### config.mk
export PLATFORM = sky130hd
export DESIGN_NAME = keypad_scanner_flat
export DESIGN_NICKNAME = d
export VERILOG_FILES = /design/src/rtl/keypad_pkg.sv /design/src/rtl/keypad_scanner_if.sv /design/src/rtl/keypad_tick_gen.sv /design/src/rtl/keypad_scanner.sv /design/src/flat_wrapper.sv
export SDC_FILE = /design/constraint.sdc
export NUM_CORES = 1
export LEC_CHECK = 0
export CORE_MARGIN = 2
export CORE_UTILIZATION = 30
export CTS_BUF_LIST = sky130_fd_sc_hd__clkbuf_4 sky130_fd_sc_hd__clkbuf_8
export CTS_CLUSTER_DIAMETER = 80
export DETAILED_ROUTE_END_ITERATION = 10
export SYNTH_ARGS = -nofsm -noshare
export SYNTH_HDL_FRONTEND = slang
export SYNTH_SLANG_ARGS = --single-unit
export TNS_END_PERCENT = 50
### constraint.sdc
create_clock -name clk -period 2.7 [get_ports clk]
set_clock_uncertainty 0.1 [all_clocks]
set_input_delay 0.54 -clock clk [delete_from_list [all_inputs] [get_ports clk]]
set_output_delay 0.54 -clock clk [all_outputs]
set_load 0.01 [all_outputs]
### src/rtl/keypad_pkg.sv
// Shared constants and helpers for the 4x4 keypad scanner: FSM encoding,
// row drive patterns and parameter defaults.
package keypad_pkg;

  localparam int unsigned FCOUNT_DEFAULT       = 100_000;
  localparam int unsigned DEB_SCANS_DEFAULT    = 4;
  localparam int unsigned REPEAT_TICKS_DEFAULT = 500;

  localparam logic [1:0] ST_SCAN      = 2'd0;
  localparam logic [1:0] ST_DEB_PRESS = 2'd1;
  localparam logic [1:0] ST_PRESSED   = 2'd2;
  localparam logic [1:0] ST_DEB_REL   = 2'd3;

  // Element n drives row n low; element 0 is the rightmost nibble.
  localparam logic [3:0][3:0] ROW_DRIVE = {4'b0111, 4'b1011, 4'b1101, 4'b1110};

  // True when exactly one active-low column is asserted.
  function automatic logic single_low(input logic [3:0] cols);
    return (cols == 4'b1110) || (cols == 4'b1101) || (cols == 4'b1011) || (cols == 4'b0111);
  endfunction

  // Position of the single low column; only meaningful when single_low() holds.
  function automatic logic [1:0] low_index(input logic [3:0] cols);
    logic [1:0] idx;
    case (cols)
      4'b1110: idx = 2'd0;
      4'b1101: idx = 2'd1;
      4'b1011: idx = 2'd2;
      4'b0111: idx = 2'd3;
      default: idx = 2'd0;
    endcase
    return idx;
  endfunction

endpackage

### src/rtl/keypad_scanner_if.sv
// Keypad-side signal bundle. The scanner uses the master modport; the keypad
// (or a bench model of it) uses the slave modport.
interface keypad_scanner_if;
  logic [3:0] key_col;
  logic [3:0] key_row;
  logic [3:0] key_code;
  logic       key_valid;
  logic       key_held;

  modport master (
    input  key_col,
    output key_row,
    output key_code,
    output key_valid,
    output key_held
  );

  modport slave (
    output key_col,
    input  key_row,
    input  key_code,
    input  key_valid,
    input  key_held
  );
endinterface

### src/rtl/keypad_tick_gen.sv
// Scan tick generator: one-clk pulse every FCOUNT clocks from a wrapping counter.
module keypad_tick_gen
  import keypad_pkg::*;
#(
  parameter int unsigned FCOUNT = FCOUNT_DEFAULT
) (
  input  logic clk,
  input  logic rst,
  output logic o_tick
);

  localparam int unsigned CW = (FCOUNT > 1) ? $clog2(FCOUNT) : 1;
  localparam logic [CW-1:0] CNT_LAST = CW'(FCOUNT - 1);

  logic [CW-1:0] cnt_q;

  // Free-running counter wrapping at FCOUNT-1.
  always_ff @(posedge clk or negedge rst) begin
    if (!rst) begin
      cnt_q <= '0;
    end else if (cnt_q == CNT_LAST) begin
      cnt_q <= '0;
    end else begin
      cnt_q <= cnt_q + 1'b1;
    end
  end

  assign o_tick = (cnt_q == CNT_LAST);

endmodule

### src/rtl/keypad_scanner.sv
// 4x4 matrix keypad scanner with debounce and ghost rejection.
// Optional auto-repeat while a key is held: define KEYPAD_AUTOREPEAT_EN.
module keypad_scanner
  import keypad_pkg::*;
#(
  parameter int unsigned FCOUNT       = FCOUNT_DEFAULT,
  parameter int unsigned DEB_SCANS    = DEB_SCANS_DEFAULT,
  parameter int unsigned REPEAT_TICKS = REPEAT_TICKS_DEFAULT
) (
  input logic               clk,
  input logic               rst,
  keypad_scanner_if.master  kp
);

  localparam int unsigned DW = (DEB_SCANS > 1) ? $clog2(DEB_SCANS) : 1;
  localparam logic [DW-1:0] DEB_LAST = DW'(DEB_SCANS - 1);

  // FCOUNT < 3 would sample columns before the synchronizer sees the new row.
  if (FCOUNT < 3 || DEB_SCANS == 0 || REPEAT_TICKS == 0) begin : g_param_check
    $error("keypad_scanner: FCOUNT must be >= 3, DEB_SCANS and REPEAT_TICKS >= 1");
  end

  logic          tick;
  logic [3:0]    col_s1_q, col_s2_q;
  logic [1:0]    state_q, state_d;
  logic [1:0]    row_q, row_d;
  logic [3:0]    pat_q, pat_d;
  logic [DW-1:0] deb_q, deb_d;
  logic [3:0]    code_q, code_d;
  logic          valid_q, valid_d;
  logic          held_q, held_d;

`ifdef KEYPAD_AUTOREPEAT_EN
  localparam int unsigned RW = (REPEAT_TICKS > 1) ? $clog2(REPEAT_TICKS) : 1;
  localparam logic [RW-1:0] REP_LAST = RW'(REPEAT_TICKS - 1);
  logic [RW-1:0] rep_q, rep_d;
`endif

  keypad_tick_gen #(
    .FCOUNT (FCOUNT)
  ) u_tick_gen (
    .clk    (clk),
    .rst    (rst),
    .o_tick (tick)
  );

  // Two-flop synchronizer for the asynchronous column lines; idle is all-high.
  always_ff @(posedge clk or negedge rst) begin
    if (!rst) begin
      col_s1_q <= 4'hF;
      col_s2_q <= 4'hF;
    end else begin
      col_s1_q <= kp.key_col;
      col_s2_q <= col_s1_q;
    end
  end

  // Scan/debounce FSM next-state; everything moves only on a tick sample.
  always_comb begin
    state_d = state_q;
    row_d   = row_q;
    pat_d   = pat_q;
    deb_d   = deb_q;
    code_d  = code_q;
    valid_d = 1'b0;
    held_d  = held_q;
`ifdef KEYPAD_AUTOREPEAT_EN
    rep_d   = rep_q;
`endif
    if (tick) begin
      case (state_q)
        ST_SCAN: begin
          // Multiple low columns fall through as "no key".
          if (single_low(col_s2_q)) begin
            state_d = ST_DEB_PRESS;
            pat_d   = col_s2_q;
            deb_d   = '0;
          end else begin
            row_d = row_q + 2'd1;
          end
        end
        ST_DEB_PRESS: begin
          if (col_s2_q == pat_q) begin
            if (deb_q == DEB_LAST) begin
              state_d = ST_PRESSED;
              code_d  = {row_q, low_index(pat_q)};
              valid_d = 1'b1;
              held_d  = 1'b1;
`ifdef KEYPAD_AUTOREPEAT_EN
              rep_d   = '0;
`endif
            end else begin
              deb_d = deb_q + 1'b1;
            end
          end else begin
            state_d = ST_SCAN;
            row_d   = row_q + 2'd1;
          end
        end
        ST_PRESSED: begin
          // Other keys pressed meanwhile are ignored until full release.
          if (col_s2_q == 4'hF) begin
            state_d = ST_DEB_REL;
            deb_d   = '0;
          end
`ifdef KEYPAD_AUTOREPEAT_EN
          else if (rep_q == REP_LAST) begin
            valid_d = 1'b1;
            rep_d   = '0;
          end else begin
            rep_d = rep_q + 1'b1;
          end
`endif
        end
        ST_DEB_REL: begin
          if (col_s2_q == 4'hF) begin
            if (deb_q == DEB_LAST) begin
              state_d = ST_SCAN;
              held_d  = 1'b0;
              row_d   = row_q + 2'd1;
            end else begin
              deb_d = deb_q + 1'b1;
            end
          end else begin
            state_d = ST_PRESSED;
          end
        end
        default: state_d = ST_SCAN;
      endcase
    end
  end

  // FSM and output registers.
  always_ff @(posedge clk or negedge rst) begin
    if (!rst) begin
      state_q <= ST_SCAN;
      row_q   <= 2'd0;
      pat_q   <= 4'hF;
      deb_q   <= '0;
      code_q  <= 4'h0;
      valid_q <= 1'b0;
      held_q  <= 1'b0;
`ifdef KEYPAD_AUTOREPEAT_EN
      rep_q   <= '0;
`endif
    end else begin
      state_q <= state_d;
      row_q   <= row_d;
      pat_q   <= pat_d;
      deb_q   <= deb_d;
      code_q  <= code_d;
      valid_q <= valid_d;
      held_q  <= held_d;
`ifdef KEYPAD_AUTOREPEAT_EN
      rep_q   <= rep_d;
`endif
    end
  end

  assign kp.key_row   = ROW_DRIVE[row_q];
  assign kp.key_code  = code_q;
  assign kp.key_valid = valid_q;
  assign kp.key_held  = held_q;

endmodule

### src/flat_wrapper.sv
// flat-port wrapper written by rule: the top's interface ports become plain ports
module keypad_scanner_flat import keypad_pkg::*;
#(
  parameter int unsigned FCOUNT       = FCOUNT_DEFAULT,
  parameter int unsigned DEB_SCANS    = DEB_SCANS_DEFAULT,
  parameter int unsigned REPEAT_TICKS = REPEAT_TICKS_DEFAULT
)
  (clk, rst, kp_key_col, kp_key_row, kp_key_code, kp_key_valid, kp_key_held);
  keypad_scanner_if kp_i ();
  input logic clk;
  input logic rst;
  input wire logic [$bits(kp_i.key_col)-1:0] kp_key_col;
  output wire logic [$bits(kp_i.key_row)-1:0] kp_key_row;
  output wire logic [$bits(kp_i.key_code)-1:0] kp_key_code;
  output wire logic [$bits(kp_i.key_valid)-1:0] kp_key_valid;
  output wire logic [$bits(kp_i.key_held)-1:0] kp_key_held;
  assign kp_i.key_col = kp_key_col;
  assign kp_key_row = kp_i.key_row;
  assign kp_key_code = kp_i.key_code;
  assign kp_key_valid = kp_i.key_valid;
  assign kp_key_held = kp_i.key_held;
  keypad_scanner #(.FCOUNT(FCOUNT), .DEB_SCANS(DEB_SCANS), .REPEAT_TICKS(REPEAT_TICKS)) u_core (.clk(clk), .rst(rst), .kp(kp_i));
endmodule
# ---- Word-level counts from Yosys, hierarchy flattened
# Cells that the tools add are included.
dict set report op_classes {
  add_sub_neg 3
  order_cmp 1
  n_eq_ne 24
  mux 31
  reduce_logical 12
}
# op count
set ops {}
lappend ops {{2-bit 2-to-1 mux} 15}
lappend ops {{4-bit equality test, second input constant} 6}
lappend ops {{17-bit by 1-bit adder with 17-bit output, second input constant} 1}
lappend ops {{17-bit equality test, second input constant} 1}
lappend ops {{17-bit 2-to-1 mux} 1}
lappend ops {{2-bit case mux with 4 select lines} 2}
lappend ops {{2-bit by 1-bit inequality test with 1-bit output, second input constant} 6}
lappend ops {{2-bit case mux with 3 select lines} 2}
lappend ops {{6-bit AND reduction} 2}
lappend ops {{5-bit AND reduction} 2}
lappend ops {{4-bit binary-select mux with 2-bit select} 1}
lappend ops {{4-bit by 3-bit equality test with 1-bit output, second input constant} 2}
lappend ops {{1-bit 2-to-1 mux} 8}
lappend ops {{2-bit equality test, second input constant} 3}
lappend ops {{2-bit by 1-bit adder with 2-bit output, second input constant} 2}
lappend ops {{4-bit equality test} 1}
lappend ops {{4-bit 2-to-1 mux} 1}
lappend ops {{2-bit inequality test, second input constant} 2}
lappend ops {{4-bit AND reduction} 1}
lappend ops {{1-bit logical OR} 3}
lappend ops {{2-bit by 3-bit < comparator with 1-bit output, second input constant} 1}
lappend ops {{3-bit by 2-bit inequality test with 1-bit output, second input constant} 1}
lappend ops {{3-bit inequality test, second input constant} 1}
lappend ops {{3-bit AND reduction} 1}
lappend ops {{5 further kinds} 5}
dict set report word_totals {
  reg_bits 41
  inputBits 6
  out_inout_bits 10
  word_cells 81
}

# ---- Longest topological paths before layout
dict set report logic_depth {
  ltp_word 6
  depth_mapped 9
  mapped_depth_nobuf 6
}

# ---- Hierarchy
# A second synthesis with hierarchy kept.
dict set report hier_totals {
  cells_unflattened 169
  hier_area_um2 1963.1
}
# mod n_inst cells_each area_each_um2 seq_area_each_um2
set by_module_without_submodules {}
lappend by_module_without_submodules {keypad_scanner 1 96 1173.6 615.6}
lappend by_module_without_submodules {keypad_tick_gen 1 73 789.5 425.4}

# ---- Worst setup path before layout
# Ideal clock, no wire load.
dict set report synth_path {
  kind {register to register}
  from {register u_core.u_tick_gen.cnt_q[0]}
  to {register u_core.code_q[3], in the netlist u_core.kp.key_code[3]}
  setup_ns 0.127
  t_arrival_ns 1.814
  required_ns 2.473
  setup_slack_ns 0.658
  path_stages_with_launch 9
  path_buffers 3
  synth_period_minus_slack_ns 2.042
  cell_sequence {dfrtp_1 -> ha_1 -> and4_1 -> buf_2 -> and4b_1 -> buf_6 -> and3_1 -> buf_6 -> mux2_1}
}
dict set report synth_via {
  elab_chain_len 2
}
# item line
set synth_rtl {}
lappend synth_rtl {{from (decl)} keypad_tick_gen.sv:15} ;# logic [CW-1:0] cnt_q;
lappend synth_rtl {{from (signal assigned)} keypad_tick_gen.sv:24} ;# cnt_q <= cnt_q + 1'b1;
lappend synth_rtl {{17-bit equality test} keypad_tick_gen.sv:28} ;# assign o_tick = (cnt_q == CNT_LAST);
lappend synth_rtl {{4-bit AND reduction (no source line)} --}
lappend synth_rtl {{to (signal assigned)} keypad_scanner.sv:151} ;# code_q <= code_d;
lappend synth_rtl {{to (decl)} keypad_scanner.sv:29} ;# logic [3:0] code_q, code_d;
# No other way between the ends.
# A chain may end at the register's enable or synchronous reset.

# ---- Final worst setup path
dict set report layout_path {
  from {register u_core.col_s2_q[1]}
  to {register u_core.code_q[3], in the netlist u_core.kp.key_code[3]}
}
dict set report layout_via {
  elab_chain_len 2
}
# item line
set layout_rtl {}
lappend layout_rtl {{from (decl)} keypad_scanner.sv:24} ;# logic [3:0] col_s1_q, col_s2_q;
lappend layout_rtl {{from (signal assigned)} keypad_scanner.sv:54} ;# col_s2_q <= col_s1_q;
lappend layout_rtl {{4-bit equality test} keypad_scanner.sv:83} ;# if (col_s2_q == pat_q) begin
lappend layout_rtl {{4-bit AND reduction (no source line)} --}
# No other way between the ends.

==> results.cfg <==
[worst_setup_path]
rr_endpoint = u_core.kp.key_code[3]$_DFFE_PN0P_
crit_start = u_core.col_s2_q[1]$_DFF_PN1_
worstPathArrival_ns = 2.28
crit_path_max_fanout = 7
crit_end = u_core.kp.key_code[3]$_DFFE_PN0P_
worst-r2r-setup-slack_ns = 0.49
cp-end-kind = flop
cp-start-kind = flop
r2r-start = u_core.col_s2_q[1]$_DFF_PN1_
r2r_cells = 4
cp.required_ns = 2.78
critPathKind = flop to flop

[layout]
seq_area_mm2 = 0.00104
fillerInstances = 630
finish.utilization = 0.359
stdcell_area_mm2 = 0.00229
antenna_cells = 0
nets = 202
multi_input_area_um2 = 843
drive_above_1_share = 0.157
syn_to_final_growth_pct = 15.3
fin_cells = 268

[floorplan]
core-area_mm2 = 0.00639
start_util = 0.311
dieHeight_um = 85.4
io_pins = 16
die_w_um = 85.4
dieArea_mm2 = 0.00729
placementRows = 29

[yosys]
yosys.cell_count.top_type = dfrtp_1
synthSimpleGateAreaFrac = 0.171
synth_cells = 175
synth_area_mm2 = 0.00199
synth_xor_area_frac = 0.101
yosys-top-cells-area = dfrtp_1, dfstp_2, xor2_1, xnor2_1, ha_1
synth_commonest_cells = dfrtp_1, nor2_1, xor2_1
syn_avg_cell_area_um2 = 11.3
ys_warn_count = 0
synth_nets = 187
synth_compound_area_frac = 0.0674
synth_top_family_by_area = simple AND/OR/NAND/NOR gates
synth.top_cell.area_share = 0.365
synth_fa_ha_area_frac = 0.0378
ys_seq_area_frac = 0.524
async_flop_share = 1.00
yosysUniqueCellTypes = 37
synth_seq_cells = 41
synth_mux_area_frac = 0.0473
synth_edf_count = 0
synth_ff_type = dfrtp_1
yosys.area.top_type = dfrtp_1

[global_route]
grt.total_usage = 0.0955
overflow = 0
grt_max_degree = 42
antenna_found_initial = 0
grt_pass1_vias = 1170
grt_pass1_wl_um = 5530

[clock_tree]
clk_latency_ns = 0.29
post_cts_buffers = 0
post_cts_resize_count = 0
path_clk_slew_ns = 0.08
clockBufferDepth = 2
cts_buffers = 5
cts_hold_buf = 0
root_buffer = clkbuf_8
cts_tree = built
cts_num_sinks = 41
ctsHtreeMaxLevel = 2

[status]
outcome = completed

[detailed_routing]
detail_route.drc_violations = 0
first_iter_violations = 50
firstDrtPassIters = 4
wl_um = 3100
ant_nets = 0
vias_per_cell = 4.58
avgRoutedWirePerCell_um = 11.6
num_vias = 1227

[power]
internal-power_mw = 0.925
total_power_mw = 1.16
switching_share = 0.202
combPwrFrac = 0.027
power_frac_seq = 0.545
ir_drop_mv = 0.270
power_frac_clock = 0.428
power_density_mw_per_mm2 = 506
p_leak_nw = 1.03
p_switching_mw = 0.234

[sta]
min_period_ns = 2.21
tightest_slew_ns = 0.874
fin_crit_sh = 0.818
hold_ws_ns = 0.255
rsz0062_at_grt = false
hold_viol = 0
setup_violations = 0
slew_viol_final = 0
relSlewSlack = 0.418
timing.fmax_ghz = 0.453
tns_ns = 0
final.setup.worst_slack_ns = 0.492

[placed_design]
io_buffers = 15
hpwl_um = 2170
gp_congestion = 0.732
post-place-ws_ns = 0.477
placed_area_mm2 = 0.00217
dp_cells = 260

[min_path]
min_path_type = input port to async pin

[job]
max_cap_viol_count = 0
## worst min path at each step
| stage | depth (start not counted) | slack, ns | from | end |
|---|---|---|---|---|
| global placement | 0 | 0.25 | u_core.col_s1_q[0]$_DFF_PN1_ | u_core.col_s2_q[0]$_DFF_PN1_ |
| global route | 0 | 0.26 | u_core.col_s1_q[0]$_DFF_PN1_ | u_core.col_s2_q[0]$_DFF_PN1_ |
| detailed placement | 0 | 0.25 | u_core.col_s1_q[0]$_DFF_PN1_ | u_core.col_s2_q[0]$_DFF_PN1_ |
| floorplan | 0 | 0.14 | rst | u_core.deb_q[0]$_DFFE_PN0P_ |
| CTS | 0 | 0.26 | u_core.col_s1_q[0]$_DFF_PN1_ | u_core.col_s2_q[0]$_DFF_PN1_ |
| finish | 1 | 0.26 | rst | u_core.u_tick_gen.cnt_q[0]$_DFF_PN0_ |
## worst max-delay path: stages, from the launching register on
cell and delay (ns):
dfstp_2 0.58, xor2_1 0.07, nor4_1 0.58, and3_1 0.41, mux2_1 0.35
## flip-flops by register name, indices dropped and copies added, names as in the netlist
register / flops
u_core.u_tick_gen.cnt_q: 17
u_core.kp.key_code: 4
u_core.row_q: 2
u_core.kp.key_held: 1
u_core.state_q: 2
u_core.kp.key_valid: 1
u_core.pat_q: 4
u_core.deb_q: 2
u_core.col_s1_q: 4
u_core.col_s2_q: 4
## cells by family after synthesis
| group | Yosys count |
|---|---|
| AOI/OAI and AO/OA | 17 |
| muxes | 7 |
| DFF | 41 |
| buffers and inverters | 19 |
| xor gates and xnor gates | 23 |
| and+or+nand+nor | 62 |
| adders and majority gates | 6 |
## cells in the final DEF, fill, tap and decap left out, types with 9 or more instances in the layout
cell and n:
xnor2_1 9, inv_1 11, nand2_1 9, clkdlybuf4s50_1 14, dfrtp_1 29, dfstp_2 12
nor2_1 15, nand3_1 13, xor2_1 14
## layer usage
metal  track usage  routed length, um  share of wire  vias up
met1         0.126               1570           0.51      579
met3        0.0302                124          0.040        5
met5             0                  0              0        -
li1              -                  -              -      621
met2         0.147               1360           0.44       22
met4        0.0361                 41          0.013        0
## final cells by class
cell class / instances / share of cell area
inverter: 11 / 0.0180
tap: 77 / 0.0421
multi-input combinational: 115 / 0.368
timing repair buffer: 16 / 0.0667
clock inverter: 2 / 0.0169
clock buffer: 6 / 0.0333
sequential: 41 / 0.455
## power groups by stage
stage / registers (mW) / clock network, mW / logic [mW]
floorplan: 0.639 / 0 / 0.0175
global placement: 0.643 / 0 / 0.0326
detailed placement: 0.643 / 0 / 0.0327
CTS: 0.631 / 0.514 / 0.0329
global route: 0.633 / 0.541 / 0.0358
finish: 0.632 / 0.496 / 0.0315
No activity file was read; power rests on OpenSTA's default activity.
